## src/rtl/ushift_engine_if.sv

```systemverilog
// rtl/ushift_engine_if.sv - command/result bundle for ushift_engine
interface ushift_engine_if #(
  parameter int WIDTH = 8,
  parameter int AMT_W = 3
);
  logic             start;
  logic [2:0]       op;
  logic [WIDTH-1:0] a;
  logic [AMT_W-1:0] amt;
  logic             sin;
  logic [WIDTH-1:0] q;
  logic             cout;
  logic             busy;
  logic             done;

  modport master (
    output start, op, a, amt, sin,
    input  q, cout, busy, done
  );

  modport slave (
    input  start, op, a, amt, sin,
    output q, cout, busy, done
  );
endinterface

```

## src/rtl/ushift_engine.sv

```systemverilog
// rtl/ushift_engine.sv - shift/rotate register, one step per cycle by default
// Defining USHIFT_BARREL_EN completes every shift/rotate at the accept edge.
module ushift_engine #(
  parameter int WIDTH = 8,
  parameter int AMT_W = 3
) (
  input  logic          clk,
  input  logic          reset,
  ushift_engine_if.slave bus
);
  localparam logic [2:0] OP_LOAD = 3'b001;
  localparam logic [2:0] OP_SLL  = 3'b010;
  localparam logic [2:0] OP_SRL  = 3'b011;
  localparam logic [2:0] OP_SRA  = 3'b100;
  localparam logic [2:0] OP_ROL  = 3'b101;
  localparam logic [2:0] OP_ROR  = 3'b110;

  typedef enum logic {IDLE, SHIFT} state_t;

  state_t           state, state_n;
  logic [WIDTH-1:0] q_r, q_n;
  logic             cout_r, cout_n;
  logic             done_r, done_n;
  logic [AMT_W-1:0] cnt, cnt_n;
  logic [2:0]       op_r, op_n;
  logic             sin_r, sin_n;

  // Returns {cout, q} after a single step; non-shift codes pass through.
  function automatic logic [WIDTH:0] step(input logic [2:0] o,
                                          input logic [WIDTH-1:0] v,
                                          input logic s,
                                          input logic c);
    case (o)
      OP_SLL:  step = {v[WIDTH-1], v[WIDTH-2:0], s};
      OP_SRL:  step = {v[0], s, v[WIDTH-1:1]};
      OP_SRA:  step = {v[0], v[WIDTH-1], v[WIDTH-1:1]};
      OP_ROL:  step = {v[WIDTH-1], v[WIDTH-2:0], v[WIDTH-1]};
      OP_ROR:  step = {v[0], v[0], v[WIDTH-1:1]};
      default: step = {c, v};
    endcase
  endfunction

  function automatic logic is_shift(input logic [2:0] o);
    is_shift = (o >= OP_SLL) && (o <= OP_ROR);
  endfunction

`ifdef USHIFT_BARREL_EN
  localparam int STEPS = 1 << AMT_W;
  logic [WIDTH:0] barrel;

  // Unrolled chain of steps keeps the result bit-identical to the sequential build.
  always_comb begin
    barrel = {cout_r, q_r};
    for (int i = 0; i < STEPS; i++) begin
      if (AMT_W'(i) < bus.amt) begin
        barrel = step(bus.op, barrel[WIDTH-1:0], bus.sin, barrel[WIDTH]);
      end
    end
  end
`endif

  always_comb begin
    state_n = state;
    q_n     = q_r;
    cout_n  = cout_r;
    done_n  = 1'b0;
    cnt_n   = cnt;
    op_n    = op_r;
    sin_n   = sin_r;
    case (state)
      IDLE: begin
        if (bus.start) begin
          op_n  = bus.op;
          sin_n = bus.sin;
          cnt_n = bus.amt;
          if (bus.op == OP_LOAD) begin
            q_n    = bus.a;
            done_n = 1'b1;
          end else if (is_shift(bus.op) && (bus.amt != '0)) begin
`ifdef USHIFT_BARREL_EN
            {cout_n, q_n} = barrel;
            done_n        = 1'b1;
`else
            state_n = SHIFT;
`endif
          end else begin
            done_n = 1'b1;
          end
        end
      end
      SHIFT: begin
        {cout_n, q_n} = step(op_r, q_r, sin_r, cout_r);
        cnt_n         = cnt - AMT_W'(1);
        if (cnt == AMT_W'(1)) begin
          state_n = IDLE;
          done_n  = 1'b1;
        end
      end
      default: state_n = IDLE;
    endcase
  end

  always_ff @(posedge clk) begin
    if (!reset) begin
      state  <= IDLE;
      q_r    <= '0;
      cout_r <= 1'b0;
      done_r <= 1'b0;
      cnt    <= '0;
      op_r   <= '0;
      sin_r  <= 1'b0;
    end else begin
      state  <= state_n;
      q_r    <= q_n;
      cout_r <= cout_n;
      done_r <= done_n;
      cnt    <= cnt_n;
      op_r   <= op_n;
      sin_r  <= sin_n;
    end
  end

  assign bus.q    = q_r;
  assign bus.cout = cout_r;
  assign bus.done = done_r;
  assign bus.busy = (state == SHIFT);
endmodule

```

## src/flat_wrapper.sv

```systemverilog
// flat-port wrapper written by rule: the top's interface ports become plain ports
module ushift_engine_flat 
#(
  parameter int WIDTH = 8,
  parameter int AMT_W = 3
)
  (clk, reset, bus_start, bus_op, bus_a, bus_amt, bus_sin, bus_q, bus_cout, bus_busy, bus_done);
  ushift_engine_if #(.WIDTH(WIDTH), .AMT_W(AMT_W)) bus_i ();
  input  logic clk;
  input  logic reset;
  input wire logic [$bits(bus_i.start)-1:0] bus_start;
  input wire logic [$bits(bus_i.op)-1:0] bus_op;
  input wire logic [$bits(bus_i.a)-1:0] bus_a;
  input wire logic [$bits(bus_i.amt)-1:0] bus_amt;
  input wire logic [$bits(bus_i.sin)-1:0] bus_sin;
  output wire logic [$bits(bus_i.q)-1:0] bus_q;
  output wire logic [$bits(bus_i.cout)-1:0] bus_cout;
  output wire logic [$bits(bus_i.busy)-1:0] bus_busy;
  output wire logic [$bits(bus_i.done)-1:0] bus_done;
  assign bus_i.start = bus_start;
  assign bus_i.op = bus_op;
  assign bus_i.a = bus_a;
  assign bus_i.amt = bus_amt;
  assign bus_i.sin = bus_sin;
  assign bus_q = bus_i.q;
  assign bus_cout = bus_i.cout;
  assign bus_busy = bus_i.busy;
  assign bus_done = bus_i.done;
  ushift_engine #(.WIDTH(WIDTH), .AMT_W(AMT_W)) u_core (.clk(clk), .reset(reset), .bus(bus_i));
endmodule
```

## config.mk

```make
export PLATFORM = sky130hd
export DESIGN_NAME = ushift_engine_flat
export DESIGN_NICKNAME = d
export VERILOG_FILES = /design/src/rtl/ushift_engine_if.sv /design/src/rtl/ushift_engine.sv /design/src/flat_wrapper.sv
export SDC_FILE = /design/constraint.sdc
export NUM_CORES = 1
export LEC_CHECK = 0
export ABC_CLOCK_PERIOD_IN_PS = 1590
export CAP_MARGIN = 20
export CORE_AREA = 2 2 48 58
export DETAILED_ROUTE_END_ITERATION = 8
export DIE_AREA = 0 0 50 60
export GPL_TIMING_DRIVEN = 0
export HOLD_SLACK_MARGIN = 0.06
export MAX_ROUTING_LAYER = met4
export PLACE_DENSITY = 0.76
export RECOVER_POWER = 100
export SLEW_MARGIN = 15
export SYNTH_ARGS = -nofsm -noshare
export SYNTH_HDL_FRONTEND = slang
export SYNTH_SLANG_ARGS = --single-unit
```

## constraint.sdc

```tcl
create_clock -name clk -period 1.59 [get_ports clk]
set_clock_uncertainty 0.05 [all_clocks]
set_input_delay 0.318 -clock clk [delete_from_list [all_inputs] [get_ports clk]]
set_output_delay 0.318 -clock clk [all_outputs]
set_load 0.1 [all_outputs]
```

# Yosys cells after proc, flatten, opt, wreduce, memory -nomap -nowiden
# Index checks and enable logic that the tools add are counted.
[classes]
addsub = 1
magnitude_cmp = 2
n_eq_ne = 12
n_mux = 16
bitwise_logic = 1
reduce_logical = 8
[ops]
columns = ["cell", "count"]
rows = [
  ["$pmux W9 S5", 1],
  ["$mux W8", 2],
  ["$pmux W8 S2", 1],
  ["$eq A3 B3 Y1 const B", 3],
  ["$mux W1", 8],
  ["$eq A3 B1 Y1 const B", 2],
  ["$eq A3 B2 Y1 const B", 2],
  ["$ne A6 B6 Y1 const B", 1],
  ["$pmux W3 S2", 1],
  ["$ne A5 B5 Y1 const B", 1],
  ["$reduce_bool A5 Y1", 1],
  ["$ne A2 B2 Y1 const B", 2],
  ["$pmux W1 S2", 2],
  ["$reduce_and A2 Y1", 2],
  ["$reduce_and A4 Y1", 1],
  ["$ge A3 B2 Y1 const B", 1],
  ["$le A3 B3 Y1 const B", 1],
  ["$mux W3", 1],
  ["$reduce_and A3 Y1", 1],
  ["$reduce_bool A3 Y1", 1],
  ["$sub A3 B1 Y3 const B", 1],
  ["$logic_and A1 B1 Y1", 2],
  ["$ne A2 B1 Y1 const B", 1],
  ["$not A1 Y1", 1],
]
[totals]
ff_bits = 18
inputBits = 18
output_inout_bits = 11

# Longest topological paths before layout
# Gate-level depths: netlist of the first run.
[logic_depth]
word_depth = 7
ltp_mapped = 6
depth_no_buf = 5

# Worst setup path after synthesis of the first run
# Ideal clock, no wire load.
[synth_path]
kind = "register to register"
start = "register u_core.state, in the netlist u_core.bus.busy"
end = "register u_core.q_r[3], in the netlist u_core.bus.q[3]"
arrival_time_ps = 1924
setup_slack_ps = -509
stages_incl_launch_ff = 7
synth_period_minus_slack_ps = 2099
path_cell_list = "dfxtp_1 > buf_2 > inv_2 > clkbuf_1 > a31oi_1 > a21boi_0 > o22ai_2"
[synth_between]
elab_chain_len = 3
word_cells_on_any_way = 6
[synth_lines]
columns = ["item", "line", "source"]
rows = [
  ["start, declared", "ushift_engine.sv:20", "state_t state, state_n;"],
  ["start signal, assigned", "ushift_engine.sv:113", "state <= state_n;"],
  ["$not A1 Y1 (no line)", "n/a", ""],
  ["$ne A2 B1 Y1 (no line) or $ne A2 B2 Y1 (tied branches)", "n/a", ""],
  ["$reduce_and A3 Y1 (no line)", "n/a", ""],
  ["end signal, assigned", "ushift_engine.sv:114", "q_r <= q_n;"],
  ["end, declared", "ushift_engine.sv:21", "logic [WIDTH-1:0] q_r, q_n;"],
]
# Several ways; a longest one is shown, not always the timed one.
# A chain may end at the register's enable or synchronous reset.

# Worst setup path in the final report of the first run
[layout_path]
start = "register u_core.done_r, in the netlist u_core.bus.done"
end = "output port bus_done"
[layout_lines]
columns = ["item", "line", "source"]
rows = [
  ["start, declared", "ushift_engine.sv:23", "logic done_r, done_n;"],
  ["start signal, assigned", "ushift_engine.sv:116", "done_r <= done_n;"],
  ["end, declared", "flat_wrapper.sv:19", "output wire logic [$bits(bus_i.done)-1:0] bus_done;"],
]
# No word-level cell between the ends.

==> flow_metrics.py, run 1 <==
metrics = {
    "outcome": {
        "run_status": "finished, final reports clean",
    },
    "cells_and_area": {
        "final_core_utilization": 0.5884,
        "final_net_count": 184,
        "final_layout_size_suffix_gt1_frac": 0.2577,
        "area_delta_synth_final_pct": 30.02,
        "nFillCells": 218,
        "antenna-diode-count": 0,
        "layout.cells.non_filler": 196,
    },
    "clock_network": {
        "cts-root-buf": "sky130_fd_sc_hd__clkbuf_4",
        "htree_num_levels": 1,
        "cts_buffer_depth": 2,
        "post_cts_hold_buffer_count": 0,
        "clk_pin_slew_worst_paths_ns": 0.11,
        "cts_inserted_buffers": 3,
        "tritoncts": "yes",
        "clock_sinks": 18,
        "postCtsSetupRepairBufs": 0,
        "worstSkewPairLatency_ns": 0.30,
    },
    "power": {
        "maximum_vdd_ir_drop_mv": 0.6724,
        "share_clk_of_total_power": 0.247,
        "power.density_cell_area_nw_per_um2": 815.8,
        "logic_pwr_share": 0.330,
        "p_switching_mw": 0.4323,
        "seqPwrFrac": 0.423,
        "leakage_nw": 0.6110,
        "p_sw_frac": 0.3635,
        "p_total_mw": 1.189,
        "power.internal_mw": 0.7569,
    },
    "worst_setup_path": {
        "max_stage_delay_ns": 0.55,
        "crit_path_end_kind": "output pin",
        "worstPathCellList": "clkdlybuf4s15_2",
        "crit_type": "reg -> out",
        "cp_top_family": "buffers and inverters",
        "worstSetupStartpointType": "flop",
        "arrival_ns": 1.19,
        "worstPathRequired_ns": 1.22,
        "critical_path.slowest_cell": "sky130_fd_sc_hd__clkdlybuf4s15_2",
        "timing.critical_path.buf_inv": 1,
        "critPathMaxFanout": 1,
    },
    "global_route": {
        "number_of_global_route_vias_before_repair": 1001,
        "gr_util_all_layers": 0.1954,
        "overflow": 0,
        "pin_count_of_the_biggest_net_entering_global_routing": 11,
        "antenna_found_initial": 0,
        "grt_pass1_wl_mm": 4.271,
    },
    "synthesis": {
        "synth_cell_area_um2": 1121,
        "synth_area_leader_cell": "sky130_fd_sc_hd__dfxtp_1",
        "synth_area_leaders": "sky130_fd_sc_hd__dfxtp_1, sky130_fd_sc_hd__nand2_1, sky130_fd_sc_hd__a21boi_0, sky130_fd_sc_hd__o211ai_1, sky130_fd_sc_hd__o211ai_4",
        "post-synth-top-count-cell": "sky130_fd_sc_hd__nand2_1",
        "postSynth.asyncResetShare": 0,
        "most_instantiated_flip_flop_cell_in_the_synthesis_netlist": "sky130_fd_sc_hd__dfxtp_1",
        "net_count_after_synthesis": 151,
        "post_synth_num_cell_types": 37,
        "syn-instance-count": 131,
        "yosys.area.top_type_share": 0.3214,
        "synth_top_cells_by_count": "sky130_fd_sc_hd__nand2_1, sky130_fd_sc_hd__dfxtp_1, sky130_fd_sc_hd__a21boi_0, sky130_fd_sc_hd__buf_2",
        "warnings_synthesis": 0,
        "ys_seq_elements": 18,
        "synth.avg_cell_area_um2": 8.558,
        "synth_enable_flop_cells": 0,
        "synth-seq-area-share": 0.3214,
    },
    "timing": {
        "report.final.slew_viol_count": 0,
        "setup_repair_after_global_routing_missed_its_margin": "yes",
        "setup_viol": 0,
        "timing.final.crit_period_ns": 1.556,
        "hold_violations": 0,
        "finalWorstSetupSlack_ns": 0.03399,
        "final_min_period_over_clock_period": 0.9786,
        "worst_slew_margin_relative_to_its_limit": 0.6340,
        "tns_ns": 0,
        "clock.fmax_ghz": 0.6427,
        "worst-slew-pin-transition_ns": 0.5515,
    },
    "placement": {
        "dp_worst_setup_slack_ns": -0.4136,
        "dp_cells": 192,
        "place.port_buffers": 28,
        "globalplace.congestion": 0.8899,
        "hpwl_mm": 2.022,
    },
    "floorplanning": {
        "ios": 29,
        "floorplan.die.width_um": 50,
        "floorplan.core_area_um2": 2477,
        "fp.dieArea_um2": 3000,
        "floorplan.initialDensity": 0.4525,
        "die-height_um": 60,
        "rows": 20,
    },
    "route": {
        "ant_nets": 0,
        "routedWlPerCell_um": 13.88,
        "dr_total_vias": 1085,
        "route.detailed.drc": 0,
        "wl_mm": 2.721,
        "detailed_routing_iterations_pass_1": 4,
        "post_drt_via_cell_ratio": 5.536,
        "drt-initial-drc-count": 29,
    },
    "min_path": {
        "worstHoldPathType": "in -> reg",
    },
    "run": {
        "maxCapViolCount": 0,
    },
}
==> layer usage <==
metal,up-vias,share of wire,GRT usage
met3,2,0.037,0.02250
li1,548,-,-
met2,28,0.52,0.3477
met5,-,0,-
met4,0,0.011,0.09524
met1,507,0.43,0.2160
==> path summary, 6_finish.rpt <==
kind / start / end / slack [ns] / cells past startpoint
hold reg to reg: u_core.bus.q[7]$_SDFFE_PN0P_ / u_core.bus.q[7]$_SDFFE_PN0P_ / 0.44 / 2
setup / recovery: u_core.bus.done$_SDFF_PN0_ / bus_done / 0.03 / 1
hold / removal: bus_op[1] / u_core.op_r[1]$_SDFFE_PN0P_ / 0.40 / 3
setup reg to reg: u_core.op_r[0]$_SDFFE_PN0P_ / u_core.bus.q[5]$_SDFFE_PN0P_ / 0.10 / 5
==> cell families after synthesis <==
group,synth area share
simple gates,0.2087
buf+inv,0.06250
fa+ha+maj,0.02232
mux,0.02790
compound gates,0.3571
flops,0.3214
==> sequential cells by signal (all words and copies together) (netlist names) <==
signal / cells
u_core.op_r: 3
u_core.bus.q: 8
u_core.cnt: 3
u_core.sin_r: 1
u_core.bus.busy: 1
u_core.bus.cout: 1
u_core.bus.done: 1
==> final cells by class <==
type,instances,area (um2),share of cell area
Inverter,3,11.26,0.007725
Timing Repair Buffer,29,240.2,0.1648
Clock buffer,4,36.28,0.02489
Sequential cell,18,369.1,0.2532
Tap cell,33,41.29,0.02833
Buffer,10,61.31,0.04206
Multi-Input combinational cell,99,698.2,0.4790
==> repair_timing <==
action / 4_1_cts / 5_1_grt
endpoints found under the setup margin: 16 / 10
pin swaps: 2 / 2
gates cloned: 1 / 0
resized for setup: 52 / 9
==> cell usage in the layout (no fill, tap or decap), types with 4 or more instances in the layout <==
cell type and instances:
sky130_fd_sc_hd__buf_2 8, sky130_fd_sc_hd__o22ai_1 4, sky130_fd_sc_hd__clkdlybuf4s50_1 11, sky130_fd_sc_hd__o211ai_1 6, sky130_fd_sc_hd__o21ai_1 5, sky130_fd_sc_hd__dfxtp_1 13
sky130_fd_sc_hd__clkbuf_4 4, sky130_fd_sc_hd__a21boi_0 10, sky130_fd_sc_hd__a31oi_1 6, sky130_fd_sc_hd__nand2_1 22, sky130_fd_sc_hd__clkbuf_2 9, sky130_fd_sc_hd__dfxtp_2 4
==> metrics by stage <==
step	hold WS, ns	instance area [um2]
floorplan	0.4115	1132
global placement	0.4170	1454
detailed placement	0.4293	1454
CTS	0.3937	1455
global route	0.3959	1458
finish	0.3973	1458
==> power by group through the flow <==
stage | combinational [mW] | clock, mW | sequential (mW)
6_report | 0.393 | 0.293 | 0.503
5_1_grt | 0.422 | 0.314 | 0.507
4_1_cts | 0.392 | 0.298 | 0.503
3_5_place_dp | 0.402 | 0 | 0.514
3_3_place_gp | 0.397 | 0 | 0.512
2_1_floorplan | 0.170 | 0 | 0.623
No activity file was read; power rests on OpenSTA's default activity.
==> inputs of run 2 (changes only) <==
- REMOVE_ABC_BUFFERS: default -> 1
==> run 2 against run 1 <==
  * Non-clock buffer count fell by 3
  * Flip-flop and latch count did not move
  * Register-to-register slack improved by 0.06 ns
  * Worst setup slack improved by 0.019 ns
  * Design area did not move
  * Wire length fell by 2.2%
  * Maximum frequency rose by 1.2%
  * Utilization did not move
  * Clock-buffer cell count fell by 1
  * Critical path type unchanged
  * Largest cell class unchanged
==> flow_metrics.py, run 2 (synthesized netlist as in run 1, its figures left out) <==
metrics = {
    "floorplanning": {
        "die-height_um": 60,
        "ios": 29,
        "fp.dieArea_um2": 3000,
        "floorplan.core_area_um2": 2477,
        "floorplan.die.width_um": 50,
        "rows": 20,
        "floorplan.initialDensity": 0.4525,
    },
    "worst_setup_path": {
        "worstPathRequired_ns": 1.22,
        "arrival_ns": 1.17,
        "cp_top_family": "buffers and inverters",
        "critical_path.slowest_cell": "sky130_fd_sc_hd__buf_2",
        "crit_path_end_kind": "output pin",
        "max_stage_delay_ns": 0.46,
        "r2r_setup_slack_ns": 0.16,
        "critPathMaxFanout": 5,
        "worstSetupStartpointType": "flop",
        "crit_type": "reg -> out",
        "timing.critical_path.buf_inv": 1,
        "worstPathCellList": "buf_2",
    },
    "placement": {
        "dp_worst_setup_slack_ns": -0.8778,
        "hpwl_mm": 1.763,
        "dp_cells": 181,
        "place.port_buffers": 28,
        "globalplace.congestion": 0.7817,
    },
    "timing": {
        "final_min_period_over_clock_period": 0.9667,
        "setup_viol": 0,
        "finalWorstSetupSlack_ns": 0.05296,
        "clock.fmax_ghz": 0.6506,
        "worst-slew-pin-transition_ns": 0.8988,
        "final.hold.worst_slack_ns": 0.4131,
        "worst_slew_margin_relative_to_its_limit": 0.4008,
        "hold_violations": 0,
        "setup_repair_after_global_routing_missed_its_margin": "no",
        "report.final.slew_viol_count": 0,
        "timing.final.crit_period_ns": 1.537,
    },
    "global_route": {
        "gr_util_all_layers": 0.1920,
        "grt_pass1_wl_mm": 4.278,
        "number_of_global_route_vias_before_repair": 934,
        "overflow": 0,
        "pin_count_of_the_biggest_net_entering_global_routing": 26,
        "antenna_found_initial": 0,
    },
    "power": {
        "share_clk_of_total_power": 0.194,
        "logic_pwr_share": 0.338,
        "p_sw_frac": 0.3666,
        "maximum_vdd_ir_drop_mv": 0.4083,
        "power.density_cell_area_nw_per_um2": 771.1,
        "p_switching_mw": 0.4120,
        "p_total_mw": 1.124,
        "leakage_nw": 0.6059,
        "power.internal_mw": 0.7119,
        "seqPwrFrac": 0.468,
    },
    "clock_network": {
        "post_cts_hold_buffer_count": 0,
        "tritoncts": "yes",
        "cts_buffer_depth": 2,
        "clock_sinks": 18,
        "cts_inserted_buffers": 3,
        "clk_pin_slew_worst_paths_ns": 0.10,
        "cts-root-buf": "sky130_fd_sc_hd__clkbuf_4",
        "htree_num_levels": 1,
        "worstSkewPairLatency_ns": 0.28,
    },
    "route": {
        "wl_mm": 2.662,
        "ant_nets": 0,
        "routedWlPerCell_um": 13.86,
        "post_drt_via_cell_ratio": 5.667,
        "route.detailed.drc": 0,
        "detailed_routing_iterations_pass_1": 4,
        "drt-initial-drc-count": 30,
        "dr_total_vias": 1088,
    },
    "cells_and_area": {
        "final_common_cell": "sky130_fd_sc_hd__nand2_1",
        "antenna-diode-count": 0,
        "final_layout_size_suffix_gt1_frac": 0.2453,
        "final_core_utilization": 0.5884,
        "layout.cells.non_filler": 192,
        "final_net_count": 181,
        "area_delta_synth_final_pct": 30.02,
        "final_cell_mix": "sky130_fd_sc_hd__nand2_1, sky130_fd_sc_hd__dfxtp_1, sky130_fd_sc_hd__clkdlybuf4s50_1",
        "largest_register_ff_count": 8,
    },
    "min_path": {
        "worstHoldPathType": "in -> reg",
    },
    "outcome": {
        "run_status": "finished, final reports clean",
    },
    "run": {
        "maxCapViolCount": 0,
    },
}
run 2: cell types whose count changed in the layout (fill, tap and decap cells not counted), sizes merged:
cell	delta
clkdlybuf4s18	-1
clkdlybuf4s15	+2
dlygate4sd3	-1
buf	+5
clkbuf	-9
run 2: power by group through the flow:
stage | Sequential, mW | Clock (mW) | Combinational, mW
after detailed placement | 0.539 | 0 | 0.353
final | 0.526 | 0.218 | 0.380
after CTS | 0.530 | 0.225 | 0.355
after global routing | 0.532 | 0.255 | 0.406
after floorplan | 0.640 | 0 | 0.128
after global placement | 0.536 | 0 | 0.350
run 2: layer usage:
layer  GRT usage  share of wire  up-vias
met5           -              0        -
met4     0.09127          0.012        0
met3     0.03000          0.048        5
met2      0.2820           0.51       30
met1      0.2578           0.43      514
li1            -              -      539
run 2: final timing paths:
kind,from,end,cells after the start
max,u_core.bus.q[1]$_SDFFE_PN0P_,bus_q[1],1
min,bus_op[2],u_core.op_r[2]$_SDFFE_PN0P_,3
max reg2reg,u_core.op_r[0]$_SDFFE_PN0P_,u_core.bus.q[1]$_SDFFE_PN0P_,5
min reg2reg,u_core.bus.q[7]$_SDFFE_PN0P_,u_core.bus.q[7]$_SDFFE_PN0P_,2
run 2: cell type report:
class / count / area (um2)
Inverter: 3 / 11.26
Sequential cell: 18 / 367.9
Tap cell: 33 / 41.29
Multi-Input combinational cell: 99 / 708.2
Timing Repair Buffer: 36 / 306.5
Clock buffer: 3 / 22.52
Fill cell: 227 / 1020
run 2: per-stage QoR:
stage | cell area, um2 | TNS, ns
2_1_floorplan | 1062 | -11.33
3_3_place_gp | 1384 | -9.862
3_5_place_dp | 1384 | -9.811
4_1_cts | 1416 | 0
5_1_grt | 1458 | 0
6_report | 1458 | 0
run 2: repair_timing:
action                     in CTS  in global routing
setup endpoints to repair      28                  7
gates cloned                    0                  0
pin swaps                       2                  0
setup buffers                   4                  4
gates resized for setup        65                  8
